$ cat config.mk
export PLATFORM = sky130hd
export DESIGN_NAME = stonyman_pixel_sequencer
export DESIGN_NICKNAME = d
export VERILOG_FILES = /design/src/rtl/stonyman_pixel_sequencer.sv
export SDC_FILE = /design/constraint.sdc
export NUM_CORES = 1
export LEC_CHECK = 0
export ABC_CLOCK_PERIOD_IN_PS = 3400
export CAP_MARGIN = 20
export CORE_ASPECT_RATIO = 1.5
export CORE_MARGIN = 3
export CORE_UTILIZATION = 40
export CTS_BUF_LIST = sky130_fd_sc_hd__clkbuf_4 sky130_fd_sc_hd__clkbuf_8
export CTS_CLUSTER_DIAMETER = 150
export CTS_CLUSTER_SIZE = 8
export DETAILED_ROUTE_END_ITERATION = 10
export HOLD_SLACK_MARGIN = 0.03
export PLACE_DENSITY = 0.68
export REMOVE_ABC_BUFFERS = 1
export SYNTH_ARGS = -nofsm -noshare
export SYNTH_HDL_FRONTEND = slang
export SYNTH_SLANG_ARGS = --single-unit
$ cat constraint.sdc
create_clock -name clk -period 3.4 [get_ports clk]
set_input_delay 0.85 -clock clk [delete_from_list [all_inputs] [get_ports clk]]
set_output_delay 0.85 -clock clk [all_outputs]
set_load 0.1 [all_outputs]
$ cat src/rtl/stonyman_pixel_sequencer.sv
`default_nettype none
// stonyman_pixel_sequencer: walks the Stonyman sensor through one frame in raster order,
// selecting each pixel over RESP/INCP/RESV/INCV and handshaking one ADC capture per pixel.
module stonyman_pixel_sequencer #(
    parameter int ROWS         = 112,
    parameter int COLS         = 112,
    parameter int PULSE_CYCLES = 2
) (
    input  logic       clk,
    input  logic       reset,
    input  logic       frame_start,
    input  logic       frame_abort,
    input  logic [7:0] settle_counts,
    input  logic       adc_capture_done,
    output logic       adc_capture_start,
    output logic       resp,
    output logic       incp,
    output logic       resv,
    output logic       incv,
    output logic       frame_busy,
    output logic       frame_done,
    output logic [7:0] pixel_row,
    output logic [7:0] pixel_col,
    output logic [3:0] seq_state
);
    localparam logic [3:0] S_IDLE      = 4'd0;
    localparam logic [3:0] S_ROW_PTR   = 4'd1;
    localparam logic [3:0] S_ROW_VAL   = 4'd2;
    localparam logic [3:0] S_COL_PTR   = 4'd3;
    localparam logic [3:0] S_COL_VAL   = 4'd4;
    localparam logic [3:0] S_SETTLE    = 4'd5;
    localparam logic [3:0] S_CAPTURE   = 4'd6;
    localparam logic [3:0] S_WAIT_DONE = 4'd7;
    localparam logic [3:0] S_NEXT      = 4'd8;
    localparam logic [3:0] S_DONE      = 4'd9;

    localparam int              TICK_W    = $clog2(2 * PULSE_CYCLES) + 1;
    localparam logic [TICK_W-1:0] TICK_LAST = TICK_W'(2 * PULSE_CYCLES - 1);
    localparam logic [TICK_W-1:0] TICK_HIGH = TICK_W'(PULSE_CYCLES);
    localparam logic [TICK_W-1:0] TICK_ONE  = TICK_W'(1);
    localparam logic [7:0]      ROW_LAST  = 8'(ROWS - 1);
    localparam logic [7:0]      COL_LAST  = 8'(COLS - 1);

    logic [3:0]        state, state_n;
    logic [TICK_W-1:0] tick, tick_n;
    logic [7:0]        pidx, pidx_n;
    logic [7:0]        scnt, scnt_n;
    logic [7:0]        settle, settle_n;
    logic [7:0]        row, row_n;
    logic [7:0]        col, col_n;
    logic [7:0]        op_last;
    logic              pulse_done;
    logic [3:0]        pins_n;    // {resp, incp, resv, incv}
    logic              cap_n, busy_n, done_n;

    // Outputs are registered from the next-state values so they line up with the state.
    always_ff @(posedge clk) begin
        if (reset) begin
            state  <= S_IDLE;
            tick   <= '0;
            pidx   <= '0;
            scnt   <= '0;
            settle <= 8'd1;
            row    <= '0;
            col    <= '0;
            {resp, incp, resv, incv} <= 4'b0000;
            adc_capture_start <= 1'b0;
            frame_busy        <= 1'b0;
            frame_done        <= 1'b0;
        end else begin
            state  <= state_n;
            tick   <= tick_n;
            pidx   <= pidx_n;
            scnt   <= scnt_n;
            settle <= settle_n;
            row    <= row_n;
            col    <= col_n;
            {resp, incp, resv, incv} <= pins_n;
            adc_capture_start <= cap_n;
            frame_busy        <= busy_n;
            frame_done        <= done_n;
        end
    end

    always_comb begin
        state_n    = state;
        tick_n     = tick;
        pidx_n     = pidx;
        scnt_n     = scnt;
        settle_n   = settle;
        row_n      = row;
        col_n      = col;
        pulse_done = 1'b0;
        op_last    = (state == S_ROW_PTR) ? 8'd1 : ((state == S_ROW_VAL) ? row : 8'd0);

        // Pulse trains: tick walks one high+low period, pidx counts pulses in the op.
        if (state inside {S_ROW_PTR, S_ROW_VAL, S_COL_PTR, S_COL_VAL, S_NEXT}) begin
            if (tick == TICK_LAST) begin
                tick_n = '0;
                if (pidx == op_last) begin
                    pidx_n     = '0;
                    pulse_done = 1'b1;
                end else begin
                    pidx_n = pidx + 8'd1;
                end
            end else begin
                tick_n = tick + TICK_ONE;
            end
        end

        case (state)
            S_IDLE: begin
                if (frame_start) begin
                    state_n  = S_ROW_PTR;
                    tick_n   = '0;
                    pidx_n   = '0;
                    row_n    = '0;
                    col_n    = '0;
                    settle_n = (settle_counts == 8'd0) ? 8'd1 : settle_counts;
                end
            end
            S_ROW_PTR: if (pulse_done) state_n = S_ROW_VAL;
            S_ROW_VAL: if (pulse_done) state_n = S_COL_PTR;
            S_COL_PTR: if (pulse_done) state_n = S_COL_VAL;
            S_COL_VAL, S_NEXT: begin
                if (pulse_done) begin
                    state_n = S_SETTLE;
                    scnt_n  = '0;
                end
            end
            S_SETTLE: begin
                if (scnt == settle - 8'd1) state_n = S_CAPTURE;
                else                       scnt_n  = scnt + 8'd1;
            end
            S_CAPTURE: state_n = S_WAIT_DONE;
            S_WAIT_DONE: begin
                if (adc_capture_done) begin
                    tick_n = '0;
                    pidx_n = '0;
                    if (col < COL_LAST) begin
                        col_n   = col + 8'd1;
                        state_n = S_NEXT;
                    end else if (row < ROW_LAST) begin
                        row_n   = row + 8'd1;
                        col_n   = '0;
                        state_n = S_ROW_PTR;
                    end else begin
                        state_n = S_DONE;
                    end
                end
            end
            S_DONE:  state_n = S_IDLE;
            default: state_n = S_IDLE;
        endcase

        if (frame_abort && (state != S_IDLE)) begin
            state_n = S_IDLE;
            tick_n  = '0;
            pidx_n  = '0;
            scnt_n  = '0;
        end
    end

    always_comb begin
        pins_n = 4'b0000;
        if (tick_n < TICK_HIGH) begin
            case (state_n)
                S_ROW_PTR: pins_n = (pidx_n == 8'd0) ? 4'b1000 : 4'b0100;
                S_ROW_VAL: pins_n = (pidx_n == 8'd0) ? 4'b0010 : 4'b0001;
                S_COL_PTR: pins_n = 4'b1000;
                S_COL_VAL: pins_n = 4'b0010;
                S_NEXT:    pins_n = 4'b0001;
                default:   pins_n = 4'b0000;
            endcase
        end
        cap_n  = (state_n == S_CAPTURE);
        busy_n = (state_n != S_IDLE) && (state_n != S_DONE);
        done_n = (state_n == S_DONE);
    end

    assign pixel_row = row;
    assign pixel_col = col;
    assign seq_state = state;

endmodule
`default_nettype wire

**Word level (Yosys, flattened, before mapping)**

Cells that the tools add are included.

- Input port bits: 13
- Output and inout bits: 27
- Word-level logic and storage cells: 112
- Bits in registers: 54

- Add/sub/neg operators: 6
- Order comparisons: 3
- Reductions and logical operators: 17
- Mux-type cells: 45
- Eq/ne operators: 26
- Bitwise operators: 1

Operators with widths:

| operator | number |
|---|---|
| $mux 8 | 18 |
| $pmux 8 s2 | 4 |
| $mux 4 | 11 |
| $add 8x1->8 const B | 4 |
| $pmux 4 s8 | 1 |
| $eq 4x3->1 const B | 6 |
| $pmux 4 s5 | 1 |
| $eq 4x2->1 const B | 4 |
| $eq 8x8->1 | 2 |
| $logic_not 8->1 | 2 |
| $lt 8x7->1 const B | 2 |
| $mux 3 | 5 |
| $eq 4x4->1 const B | 3 |
| $ne 2x2->1 const B | 6 |
| $eq 4x1->1 const B | 2 |
| $reduce_bool 4->1 | 2 |
| $sub 8x1->8 const B | 1 |
| $pmux 3 s2 | 1 |
| $reduce_or 2->1 | 3 |
| $reduce_and 5->1 | 1 |
| $reduce_bool 5->1 | 1 |
| $logic_not 4->1 | 1 |
| $ne 4x4->1 const B | 1 |
| $reduce_and 4->1 | 1 |
| other kinds (11) | 15 |

**Logic depth before layout (Yosys ltp)**

- Word-level depth: 13
- Depth in mapped cells: 10
- Gate-level depth less buffers: 10

**Worst setup path after synthesis**

Ideal clock, no wire load.

- Kind: reg2reg
- From: register state[1] (netlist: seq_state[1])
- To: register resv
- Setup slack: 87 ps
- Library setup time: 70 ps
- Buffers on the path: 2
- Required time: 3330 ps
- Cell stages (with the launch flop): 11
- Period minus slack after synthesis: 3313 ps
- Arrival: 3243 ps
- Cells stage by stage: dfxtp_1 -> buf_2 -> nor4b_4 -> mux2_2 -> nor3_1 -> and4_1 -> buf_6 -> mux2i_1 -> o32a_1 -> or2_1 -> a21oi_1

- Longest elaborated chain between the ends: 13
- Elaborated cells between the ends (all ways): 51
- Classes of those cells: 1 x order compare; 14 x eq/ne; 28 x mux; 1 x bitwise; 7 x reduce/logical

Ends and longest elaborated chain:

| element | RTL line | RTL |
|---|---|---|
| start: declaration | 44 | `logic [3:0] state, state_n;` |
| start signal: assignment | 71 | `state <= state_n;` |
| $eq 4x2->1 | 94, 97, 111 |  |
| $mux 8 (2 in a row) | 94 | `op_last = (state == S_ROW_PTR) ? 8'd1 : ((state == S_ROW_VAL) ? row : 8'd0);` |
| $eq 8x8->1 | 100 | `if (pidx == op_last) begin` |
| $mux 8 | 100 |  |
| $mux 8 | 98 | `if (tick == TICK_LAST) begin` |
| $mux 8 | 97 | `if (state inside {S_ROW_PTR, S_ROW_VAL, S_COL_PTR, S_COL_VAL, S_NEXT}) begin` |
| $mux 8, on equally long branches | 137, 113 |  |
| $pmux 8 s2 | 111 | `case (state)` |
| $mux 8 | 156 | `if (frame_abort && (state != S_IDLE)) begin` |
| $logic_not 8->1 | 169 | `S_ROW_VAL: pins_n = (pidx_n == 8'd0) ? 4'b0010 : 4'b0001;` |
| $mux 2 | 169 |  |
| $pmux 4 s5 | 167 | `case (state_n)` |
| end signal: assignment | 78 | `{resp, incp, resv, incv} <= pins_n;` |
| end: declaration | 18 | `output logic resv,` |

Parallel ways exist; a longest one is shown, timed or not.
A chain may end at the register's enable or synchronous reset.

**Worst setup path after layout**

- From: register state[3] (netlist: seq_state[3])
- To: register incp

- Longest elaborated chain between the ends: 13
- Elaborated cells between the ends (all ways): 51
- Classes of those cells: 1 x order compare; 14 x eq/ne; 28 x mux; 1 x bitwise; 7 x reduce/logical

Ends and longest elaborated chain:

| element | RTL line | RTL |
|---|---|---|
| $eq 4x2->1 | 94, 97, 111 |  |
| $mux 8 (2 in a row) | 94 |  |
| $eq 8x8->1 | 100 |  |
| $mux 8 | 100 |  |
| $mux 8 | 98 |  |
| $mux 8 | 97 |  |
| $mux 8, on equally long branches | 137, 113 |  |
| $pmux 8 s2 | 111 |  |
| $mux 8 | 156 |  |
| $logic_not 8->1 | 168 | `S_ROW_PTR: pins_n = (pidx_n == 8'd0) ? 4'b1000 : 4'b0100;` |
| $mux 4 | 168 |  |
| $pmux 4 s5 | 167 |  |
| end signal: assignment | 78 |  |
| end: declaration | 17 | `output logic incp,` |

Parallel ways exist; a longest one is shown, timed or not.

==> impl_metrics.ini <==
[run_status]
outcome = finished, final reports clean

[timing]
slew_headroom_pct = 57.0
tns_ps = 0
fin_crit_sh_pct = 86.4
slew_violations = 0
setup_viol = 0
rsz0062_at_grt = false
hold_viol = 0
fin_crit_ps = 2940
clock.fmax_mhz = 340
worst_slew_pin_slew_ps = 644
fin_worst_skew_ps = 7.57

[cells_and_area]
final_cells = 540
nNetsFinal = 453
syn2layout_area_growth_pct = 16.4
drive_gt1_share_pct = 17.9
diodes = 0

[worst_setup_path]
worstPathMaxFanout = 15
rr_startpoint = seq_state[3]$_SDFF_PP0_
slowest_stage = dfxtp_1
worstRegToRegCells = 8
arrival_ps = 3170
critPathRequiredTime_ps = 3640
crit_top_cell = nor3_1
cpPeakStageDelay_ps = 520
startpoint_type = register
cp-end-kind = register
critPathLaunch = seq_state[3]$_SDFF_PP0_
crit_family = simple AND/OR/NAND/NOR gates
cp_cell_sequence = nor4b_4, mux2_2, nor3_1, and4_1, mux2i_1, nor3_1, o211ai_1, nor3_1
worstPathBufferInverterCount = 0
critical_path_class = register to register
cp.depth = 8

[die]
dieArea_um2 = 9430
die_x_um = 80.3
dieHeight_um = 117
row_count = 40
ios = 40
initial_utilization_pct = 41.1
core_area_um2 = 8060

[placement]
place.gp.congestion = 0.819
port_buffers = 39
place_inst = 532
dpl.hpwl_um = 5940

[power]
p_total_mw = 1.41
power_density_nw_per_um2 = 365
power_leakage_nw = 1.41
ir_worst_vdd_mv = 0.174

[routing]
final_antenna_net_count = 0
drtIter0Drc = 174
wirelength_um = 7760
routed_via_density = 5.39
post-route-drc-count = 0
wl_per_cell_um = 14.4
vias = 2911
dr.pass1.iters = 4

[clocking]
postCtsSetupRepairBufs = 0
clk_pin_slew_ps = 100
cts_tree = yes
cts_inserted_buffers = 5
h-tree-depth = 2
clock_path_buffers = 2
cts_sinks = 54
insertion_delay_ps = 310
cts_resized = 0
root_buffer = clkbuf_8
cts_hold_buf = 0

[synthesis]
synth_edf_count = 0
async_flop_share_pct = 0
yosysTopAreaCellShare_pct = 32.6
yosysSeqAreaShare_pct = 32.6
synth_commonest_cells = dfxtp_1, nor2_1, nand2_1
synth_flop_cell = dfxtp_1
netlist_area_um2 = 3310
synth_top_area_cell = dfxtp_1
ys_ff_latch = 54
ys_top_cells_by_area = dfxtp_1, xnor2_1, nor2_1
syn_inst = 395
yosys.cell_types.count = 74
avgSynthCellArea_um2 = 8.38
yosysWarnings = 0

[grt]
grt_max_degree = 21
grt_pass1_wl_um = 12800
grt_use_total_pct = 16.6
grt_pass1_vias = 2766
antenna_found_initial = 0
overflow = 0

[worst_hold_path]
min_path_cells = 2
hp-class = register to register
holdCritStartpoint = settle[7]$_SDFFE_PP0P_

[run]
drv_cap = 0
## stage by stage
step           util, %  instance area [µm²]  setup slack (ps)  hold slack, ps
2_1_floorplan        -                 3200              -278             442
3_3_place_gp      46.4                 3740               221             468
3_5_place_dp      46.4                 3740               213             477
4_1_cts           47.9                 3860               436             490
5_1_grt           47.9                 3860               192             531
6_report          47.9                 3860               461             495
## metal layers
metal | track usage (%) | vias to the layer above | part of all wire [%]
met5 | 0 | - | 0
met4 | 5.92 | 0 | 1.6
met3 | 3.00 | 10 | 3.9
met2 | 29.1 | 52 | 51
met1 | 19.6 | 1365 | 44
li1 | - | 1484 | -
## cells by family (layout without fill, tap and decap cells)
group | Yosys count | count (layout) | synth area share [%]
AOI/OAI and AO/OA | 78 | 78 | 18.0
xor gates and xnor gates | 38 | 38 | 10.3
adders and majority gates | 7 | 7 | 2.57
buffers and inverters | 29 | 69 | 4.57
DFF | 54 | 54 | 32.6
muxes | 6 | 6 | 2.23
and+or+nand+nor | 183 | 183 | 29.7
## worst paths after layout
| check | to | slack, ps |
|---|---|---|
| hold / removal | settle[7]$_SDFFE_PP0P_ | 500 |
| setup reg to reg | incp$_SDFF_PP0_ | 460 |
| hold reg to reg | settle[7]$_SDFFE_PP0P_ | 500 |
| setup / recovery | incp$_SDFF_PP0_ | 460 |
## state kept, by name, indices dropped and copies added (netlist names)
register and flops:
adc_capture_start 1, incv 1, incp 1, frame_busy 1
resp 1, seq_state 4, pixel_row 8, resv 1
pixel_col 8, pidx 8, scnt 8, tick 3
settle 8, frame_done 1
## final cells by class
class / count / area [µm²]
fillers: 798 / 4200
clock buffers: 5 / 68.8
clock inverters: 3 / 45.0
well taps: 105 / 131
repair buffers: 51 / 413
inverters: 10 / 37.5
multi-input cells: 312 / 2080
flip-flops and latches: 54 / 1080
## report_power, final
part           switching [mW]  internal, mW
sequential             0.0259         0.649
clock                   0.213         0.219
combinational           0.186         0.115
total                   0.426         0.984
## cell usage in the layout (no fill, tap or decap), types with 2 or more instances in the layout
cell,netlist,routed
a2111oi_2,4,4
a211oi_1,4,4
a21oi_1,24,24
a311oi_1,3,3
a31o_2,2,2
a31oi_1,7,7
and2_1,2,2
and3_1,10,10
and4_1,3,3
buf_4,2,39
clkbuf_8,0,5
clkdlybuf4s50_1,0,12
clkinvlp_4,0,2
dfxtp_1,54,54
ha_1,6,6
inv_1,9,9
mux2i_1,4,4
nand2_1,32,32
nand2b_1,4,4
nand3_1,17,17
nand3b_1,6,6
nand4_1,8,8
nor2_1,54,54
nor2b_1,5,5
nor3_1,11,11
nor4_1,3,3
nor4_2,2,2
o21a_1,2,2
o21ai_0,9,9
or2_1,2,2
or2_2,6,6
or3_1,5,5
or4b_1,2,2
xnor2_1,26,26
xor2_1,11,11
## worst reg2reg max path, delay by kind of cell (launching register included)
family / cells / cell delay (ps)
and+or+nand+nor: 5 / 1620
muxes: 2 / 520
AOI/OAI and AO/OA: 1 / 220
DFF: 1 / 520
(Power assumes the default switching activity.)
